`src/rtl/counter_sched_pkg.sv`:
```
// Shared types and constants for the counter_sched burst scheduler.
package counter_sched_pkg;

  typedef enum logic [1:0] {
    IDLE  = 2'd0,
    CLEAR = 2'd1,
    RUN   = 2'd2,
    DONE  = 2'd3
  } state_e;

  localparam logic CH0 = 1'b0;
  localparam logic CH1 = 1'b1;

  localparam int DIV_LOG2_DEF = 2;

endpackage

```
`src/rtl/counter_sched_rr.sv`:
```
// Two-way round-robin pick; the last-grant pointer advances only when a pick is taken.
module counter_sched_rr
  import counter_sched_pkg::*;
(
  input  logic clk,
  input  logic rst,
  input  logic req0,
  input  logic req1,
  input  logic take,
  output logic valid,
  output logic pick
);

  logic last_q, last_d;

  always_comb begin
    valid = req0 | req1;
    if (req0 && req1) pick = ~last_q;
    else if (req1)    pick = CH1;
    else              pick = CH0;
    last_d = take ? pick : last_q;
  end

  // Pointer starts at CH1 so requester 0 wins the first tie.
  always_ff @(posedge clk) begin
    if (rst) last_q <= CH1;
    else     last_q <= last_d;
  end

endmodule

```
`src/rtl/counter_sched.sv`:
```
// Round-robin scheduler issuing enable bursts to a shared dual-channel event counter.
// state | meaning
// IDLE  | waiting; Clr beats requests, otherwise round-robin grant
// CLEAR | one-cycle Cnt_Reset pulse
// RUN   | Cnt_En high while the remaining count is nonzero
// DONE  | one-cycle Done pulse for the granted requester
module counter_sched
  import counter_sched_pkg::*;
#(
  parameter int LEN_W    = 8,
  parameter int DIV_LOG2 = DIV_LOG2_DEF
) (
  input  logic             Clk,
  input  logic             Reset,
  input  logic             Req0,
  input  logic [LEN_W-1:0] Len0,
  input  logic             Req1,
  input  logic [LEN_W-1:0] Len1,
  input  logic             Clr,
  output logic             Ack0,
  output logic             Ack1,
  output logic             Done0,
  output logic             Done1,
  output logic             Busy,
  output logic             Cnt_En,
  output logic             Cnt_Slt,
  output logic             Cnt_Reset
);

  localparam int CW = LEN_W + DIV_LOG2;

  state_e          state_q, state_d;
  logic [CW-1:0]   rem_q, rem_d;
  logic            ch_q, ch_d;
  logic            ack0_q, ack0_d, ack1_q, ack1_d;
  logic            done0_q, done0_d, done1_q, done1_d;
  logic            busy_q, busy_d, en_q, en_d, slt_q, slt_d, crst_q, crst_d;
  logic            rr_valid, rr_pick, rr_take;
  logic [CW-1:0]   load_len;

  counter_sched_rr u_rr (
    .clk   (Clk),
    .rst   (Reset),
    .req0  (Req0),
    .req1  (Req1),
    .take  (rr_take),
    .valid (rr_valid),
    .pick  (rr_pick)
  );

  // Channel 1 counts prescaled events, so its burst is scaled to whole prescaler periods.
  assign load_len = (rr_pick == CH1) ? (CW'(Len1) << DIV_LOG2) : CW'(Len0);

  always_comb begin
    state_d = state_q;
    rem_d   = rem_q;
    ch_d    = ch_q;
    ack0_d  = 1'b0;
    ack1_d  = 1'b0;
    done0_d = 1'b0;
    done1_d = 1'b0;
    en_d    = 1'b0;
    slt_d   = 1'b0;
    crst_d  = 1'b0;
    rr_take = 1'b0;
    case (state_q)
      IDLE: begin
        if (Clr) begin
          state_d = CLEAR;
          crst_d  = 1'b1;
        end else if (rr_valid) begin
          rr_take = 1'b1;
          state_d = RUN;
          ch_d    = rr_pick;
          rem_d   = load_len;
          ack0_d  = (rr_pick == CH0);
          ack1_d  = (rr_pick == CH1);
          en_d    = (load_len != '0);
          slt_d   = rr_pick;
        end
      end
      CLEAR: state_d = IDLE;
      RUN: begin
        slt_d = ch_q;
        rem_d = (rem_q != '0) ? rem_q - CW'(1) : '0;
        // Terminal count: the current cycle is the last En cycle (or a zero-length burst).
        if (rem_q <= CW'(1)) begin
          state_d = DONE;
          done0_d = (ch_q == CH0);
          done1_d = (ch_q == CH1);
        end else begin
          en_d = 1'b1;
        end
      end
      DONE: state_d = IDLE;
      default: state_d = IDLE;
    endcase
    busy_d = (state_d != IDLE);
  end

  always_ff @(posedge Clk) begin
    if (Reset) begin
      state_q <= IDLE;
      rem_q   <= '0;
      ch_q    <= CH0;
      ack0_q  <= 1'b0;
      ack1_q  <= 1'b0;
      done0_q <= 1'b0;
      done1_q <= 1'b0;
      busy_q  <= 1'b0;
      en_q    <= 1'b0;
      slt_q   <= 1'b0;
      crst_q  <= 1'b0;
    end else begin
      state_q <= state_d;
      rem_q   <= rem_d;
      ch_q    <= ch_d;
      ack0_q  <= ack0_d;
      ack1_q  <= ack1_d;
      done0_q <= done0_d;
      done1_q <= done1_d;
      busy_q  <= busy_d;
      en_q    <= en_d;
      slt_q   <= slt_d;
      crst_q  <= crst_d;
    end
  end

  assign Ack0      = ack0_q;
  assign Ack1      = ack1_q;
  assign Done0     = done0_q;
  assign Done1     = done1_q;
  assign Busy      = busy_q;
  assign Cnt_En    = en_q;
  assign Cnt_Slt   = slt_q;
  assign Cnt_Reset = crst_q;

endmodule

```
`config.mk`:
```
export PLATFORM = sky130hd
export DESIGN_NAME = counter_sched
export DESIGN_NICKNAME = d
export VERILOG_FILES = /design/src/rtl/counter_sched_pkg.sv /design/src/rtl/counter_sched_rr.sv /design/src/rtl/counter_sched.sv
export SDC_FILE = /design/constraint.sdc
export NUM_CORES = 1
export LEC_CHECK = 0
export CORE_UTILIZATION = 55
export DETAILED_ROUTE_END_ITERATION = 8
export DONT_BUFFER_PORTS = 1
export PLACE_DENSITY = 0.78
export SYNTH_ARGS = -nofsm -noshare
export SYNTH_HDL_FRONTEND = slang
export SYNTH_SLANG_ARGS = --single-unit
```
`constraint.sdc`:
```
create_clock -name Clk -period 2.1 [get_ports Clk]
set_input_delay 0.315 -clock Clk [delete_from_list [all_inputs] [get_ports Clk]]
set_output_delay 0.315 -clock Clk [all_outputs]
set_load 0.02 [all_outputs]
```
-- Word-level counts from Yosys, hierarchy flattened
Cells that the tools add are included.
- output and inout port bits: 8
- word-level logic and storage cells: 62
- bits of input ports: 21
- flip-flop bits (word level): 22
- muxes and demuxes: 22
- reduce and logical (&&, ||, !) cells: 12
- eq/ne operators: 5
- bitwise gates (word level): 9
- magnitude comparators: 1
- add/sub/neg operators: 1
- operators with widths (cell ; number):
    $mux 10 ; 4
    $pmux 10 s2 ; 1
    $reduce_bool 10->1 ; 2
    $mux 1 ; 11
    $le 10x1->1 const B ; 1
    $sub 10x1->10 const B ; 1
    $not 1->1 ; 8
    $mux 2 ; 3
    $pmux 2 s3 ; 1
    $reduce_and 3->1 ; 2
    $eq 2x2->1 const B ; 2
    $ne 2x2->1 const B ; 2
    $pmux 1 s2 ; 2
    $reduce_bool 2->1 ; 2
    $reduce_or 2->1 ; 2
    $reduce_or 4->1 ; 1
    $reduce_or 3->1 ; 1
    $eq 2x1->1 const B ; 1
    $logic_not 2->1 ; 1
    $logic_and 1x1->1 ; 1
    $or 1x1->1 ; 1

-- Logic depth before layout (Yosys ltp)
- word-level depth: 7
- mapped depth: 6
- mapped depth without buffers: 6

-- Cells and area by module
Synthesis repeated with hierarchy kept, for this count alone.
- cells, all modules: 149
- area, all modules: 1256.2 sq um
- by module, submodules not included (module ; area each (sq um) ; times used ; seq. area each (sq um) ; cells an instance):
    counter_sched ; 1207.4 ; 1 ; 420.4 ; 144
    counter_sched_rr ; 48.8 ; 1 ; 20.0 ; 5

-- Worst setup path before layout
OpenSTA, ideal clock, no wires.
- path type: register to register
- start point: reg rem_q[0]
- end point: reg rem_q[6]
- cell stages (with the launch flop): 7
- period minus slack after synthesis: 1.750 ns
- path buffers: 0
- arrival time: 1.622 ns
- slack: 0.350 ns
- required time: 1.972 ns
- cells stage by stage: dfxtp_1 inv_1 ha_1 or3b_2 or3_1 a21oi_1 o32ai_1
- cells in the longest elaborated chain, start to end: 3
- elaborated cells on any way between the ends: 4
- ends and longest elaborated chain (what ; line ; RTL):
    start: declaration ; counter_sched.sv:33 ; logic [CW-1:0] rem_q, rem_d;
    start signal: assignment ; counter_sched.sv:116 ; rem_q <= rem_d;
    $sub 10x1->10 / $reduce_bool 10->1 (equally long branches) ; counter_sched.sv:85 ; rem_d = (rem_q != '0) ? rem_q - CW'(1) : '0;
    $mux 10 * ; counter_sched.sv:85 ;
    $pmux 10 s2 * ; counter_sched.sv:66 ; case (state_q)
Mark *: on every way between the ends. The rest lies on a longest branch, timed or not.
A chain may end at the register's enable or synchronous reset.

-- Worst setup path after layout
Same ends and word-level chain as after synthesis.

==> run metrics <==
Final HPWL DP=2193 um; Syn Std Cell Area=1184 sq um; syn nets=160; Min Hold Slack=0.04931 ns; post-route setup TNS=0 ns; total CTS buffers=3; Setup Buffers After CTS=0; min-delay src=Reset; reg2reg start=rem_q[0]; Final setup viols=0; CP max stage cell=or3b_2; Std-Cell Rows=16; CTS clock-pin slew for the worst setup and hold paths=0.12 ns; Top Ports=29; post-synthesis cell type count=43; post-detailed-route count of antenna-violating nets=0; Fmax achieved=510.7 MHz; crit path kind=flop to flop; Mapped Cells=136; initial antenna violation count=0; Wirelength per Cell=17.68 um; Final period util=93.24%; All-Layer GR Usage=27.63%; Max-cap violations=0; iteration count of the initial detailed-routing pass=6; Peak VDD IR=0.5214 mV; # DRC=0; worst skew pair latency=between 0.3 and 0.4 ns; status=finished, final reports clean; clk_skew=0.002765 ns; Starting DRT DRC Count=62; CORE AREA=about 2000 sq um; fillcell total=around 180; synth warn=0; GPL Wtd Cong=0.9269; WP buf/inv=1; mean post-synth cell area=around 8.7 sq um; layout cell share with drive strength beyond 1=between 15 and 20%; Static Leak=0.4686 nW; area of the multi-input gates=683.2 sq um; post-synth top area share=between 30 and 40%; FF+latch count, synth=22; HP Class=input pin to flop; Die Y-Extent=around 48 um; WP data arrival=2.16 ns; Ant. Diodes=0; pwr dens=841.2 nW/um^2; unrepaired setup endpoints after global routing=false; crit-path leading delay family=simple AND/OR/NAND/NOR gates; Worst path max stage delay=0.51 ns; initial core utilization=59.12%; CTS tree=done; Post-synth EDFFs=0; data required time of the worst path=about 2.3 ns; total gr overflow=0; cts repair resizes=0; cell taking the most area after synthesis=dfxtp_1; Worst setup startpoint=rem_q[0]; Synth async-reset ratio=0%; largest net degree at the start of global routing=21; die width=48.39 um; full die area=~2300 sq um; Seq. cell area=440.4 sq um; Hold-fix buffers, CTS=0; Main synth FF type=dfxtp_1; relative max-transition margin=66.00%; via count=1105; critical path endpoint category=flop; I/O Buffers=0; vias per cell=6.738; Area contributors post-synth=dfxtp_1, mux2_2, a21oi_1, nor2_1, nor3_1; Layout Nets=163; vias in the first global route=1075; slew at the pin closest to its max-slew limit=0.5061 ns; routed wire length=2899 um; post-synthesis sequential area ratio=between 30% and 40%; Max H-tree Level=1; clock sink total=22; synth-to-layout area growth=5.074%; min Tclk post-route=1.958 ns; crit-path max FO=5; first-pass GRT wire length=5016 um; Final Max Tran Viols=0; final hold vios=0; Clock Tree Buf Depth=2; CP startpoint kind=flop; clock root cell=clkbuf_4; CP Cell Sequence=inv_1, ha_1, or3b_2, or3_1, a21oi_1, o32ai_1; Total Power=roughly 0.0010 W
[sequential cells by signal (all words and copies together) (netlist names)]
name,cells
Ack0,1
Ack1,1
Busy,1
Cnt_En,1
Cnt_Reset,1
Cnt_Slt,1
Done0,1
Done1,1
ch_q,1
rem_q,10
state_q,2
u_rr.last_q,1
[cells in the final DEF, fill, tap and decap left out, drive strengths merged, types with 2 or more instances in the layout]
master	n
o21a	2
a21oi	11
dfxtp	22
a221oi	2
buf	4
nor2b	2
a211oi	2
o32ai	2
clkbuf	3
nor2	11
nor3	8
nand2	5
or2	2
mux2	6
a31oi	2
inv	9
a32oi	3
or3	3
and3	2
a22oi	4
nor4	5
o21ai	5
ha	3
nand3	3
[cell type report]
| cell class | instances | area share, % |
|---|---|---|
| timing repair buffer | 4 | 2.414 |
| multi-input combinational | 99 | 54.93 |
| clock buffer | 3 | 1.811 |
| inverter | 9 | 2.716 |
| sequential | 22 | 35.41 |
| tap | 27 | 2.716 |
[worst reg2reg max path: cells and delay by family (launching register included)]
family                     cells  cell delay, ns
DFF                            1            0.36
adders and majority gates      1            0.25
and+or+nand+nor                2            0.84
AOI/OAI and AO/OA              2            0.27
buffers and inverters          1            0.13
[routing by layer]
metal  vias to the layer above  GRT usage (%)  share of wire [%]
met1                       522          34.46                 39
met2                        53          46.48                 50
met5                         -              0                  0
li1                        519              -                  -
met3                        11          6.289                7.8
met4                         0          10.29                2.8
[where the power goes]
group          internal [W]  leakage (nW)  switching (W)
Combinational      0.000143         0.274       0.000186
Clock             0.0000672        0.0138       0.000127
Sequential         0.000459         0.180      0.0000637
Total              0.000670         0.469       0.000377
[kinds of logic (layout without fill, tap and decap cells)]
logic type | after synthesis | count (layout) | share of synthesized area, %
AND/OR/NAND/NOR | 48 | 48 | 23.47
buffers and inverters | 15 | 16 | 5.073
AO/OA/AOI/OAI | 42 | 42 | 25.37
multiplexers | 6 | 6 | 5.708
adder cells (fa/ha/maj) | 3 | 3 | 3.172
flip-flops | 22 | 22 | 37.21
[per-stage QoR]
step	area (sq um)	utilization [%]	setup WS (ns)	instances
6_report	1244	62.13	0.1420	164
5_1_grt	1244	62.13	0.06884	164
4_1_cts	1244	62.13	0.1650	164
3_5_place_dp	1221	61.00	0.2011	161
3_3_place_gp	1221	61.00	0.2832	161
2_1_floorplan	1184	-	0.3499	136
[Yosys cell counts (3+ instances only)]
| library cell | n |
|---|---|
| nand3_1 | 3 |
| clkbuf_1 | 3 |
| nor3_1 | 8 |
| o21ai_0 | 5 |
| a22oi_1 | 4 |
| nor4_1 | 4 |
| nand2_1 | 5 |
| a21oi_1 | 11 |
| mux2_2 | 6 |
| ha_1 | 3 |
| dfxtp_1 | 22 |
| inv_1 | 9 |
| nor2_1 | 11 |
| a32oi_1 | 3 |
| buf_2 | 3 |
[worst paths after layout]
check             endpoint  slack, ns  cells past startpoint
setup reg to reg  rem_q[6]       0.14                      6
setup / recovery  rem_q[6]       0.14                      6
hold / removal        ch_q       0.05                      1
hold reg to reg      Done1       0.49                      2
No activity file was read; power rests on OpenSTA's default activity.
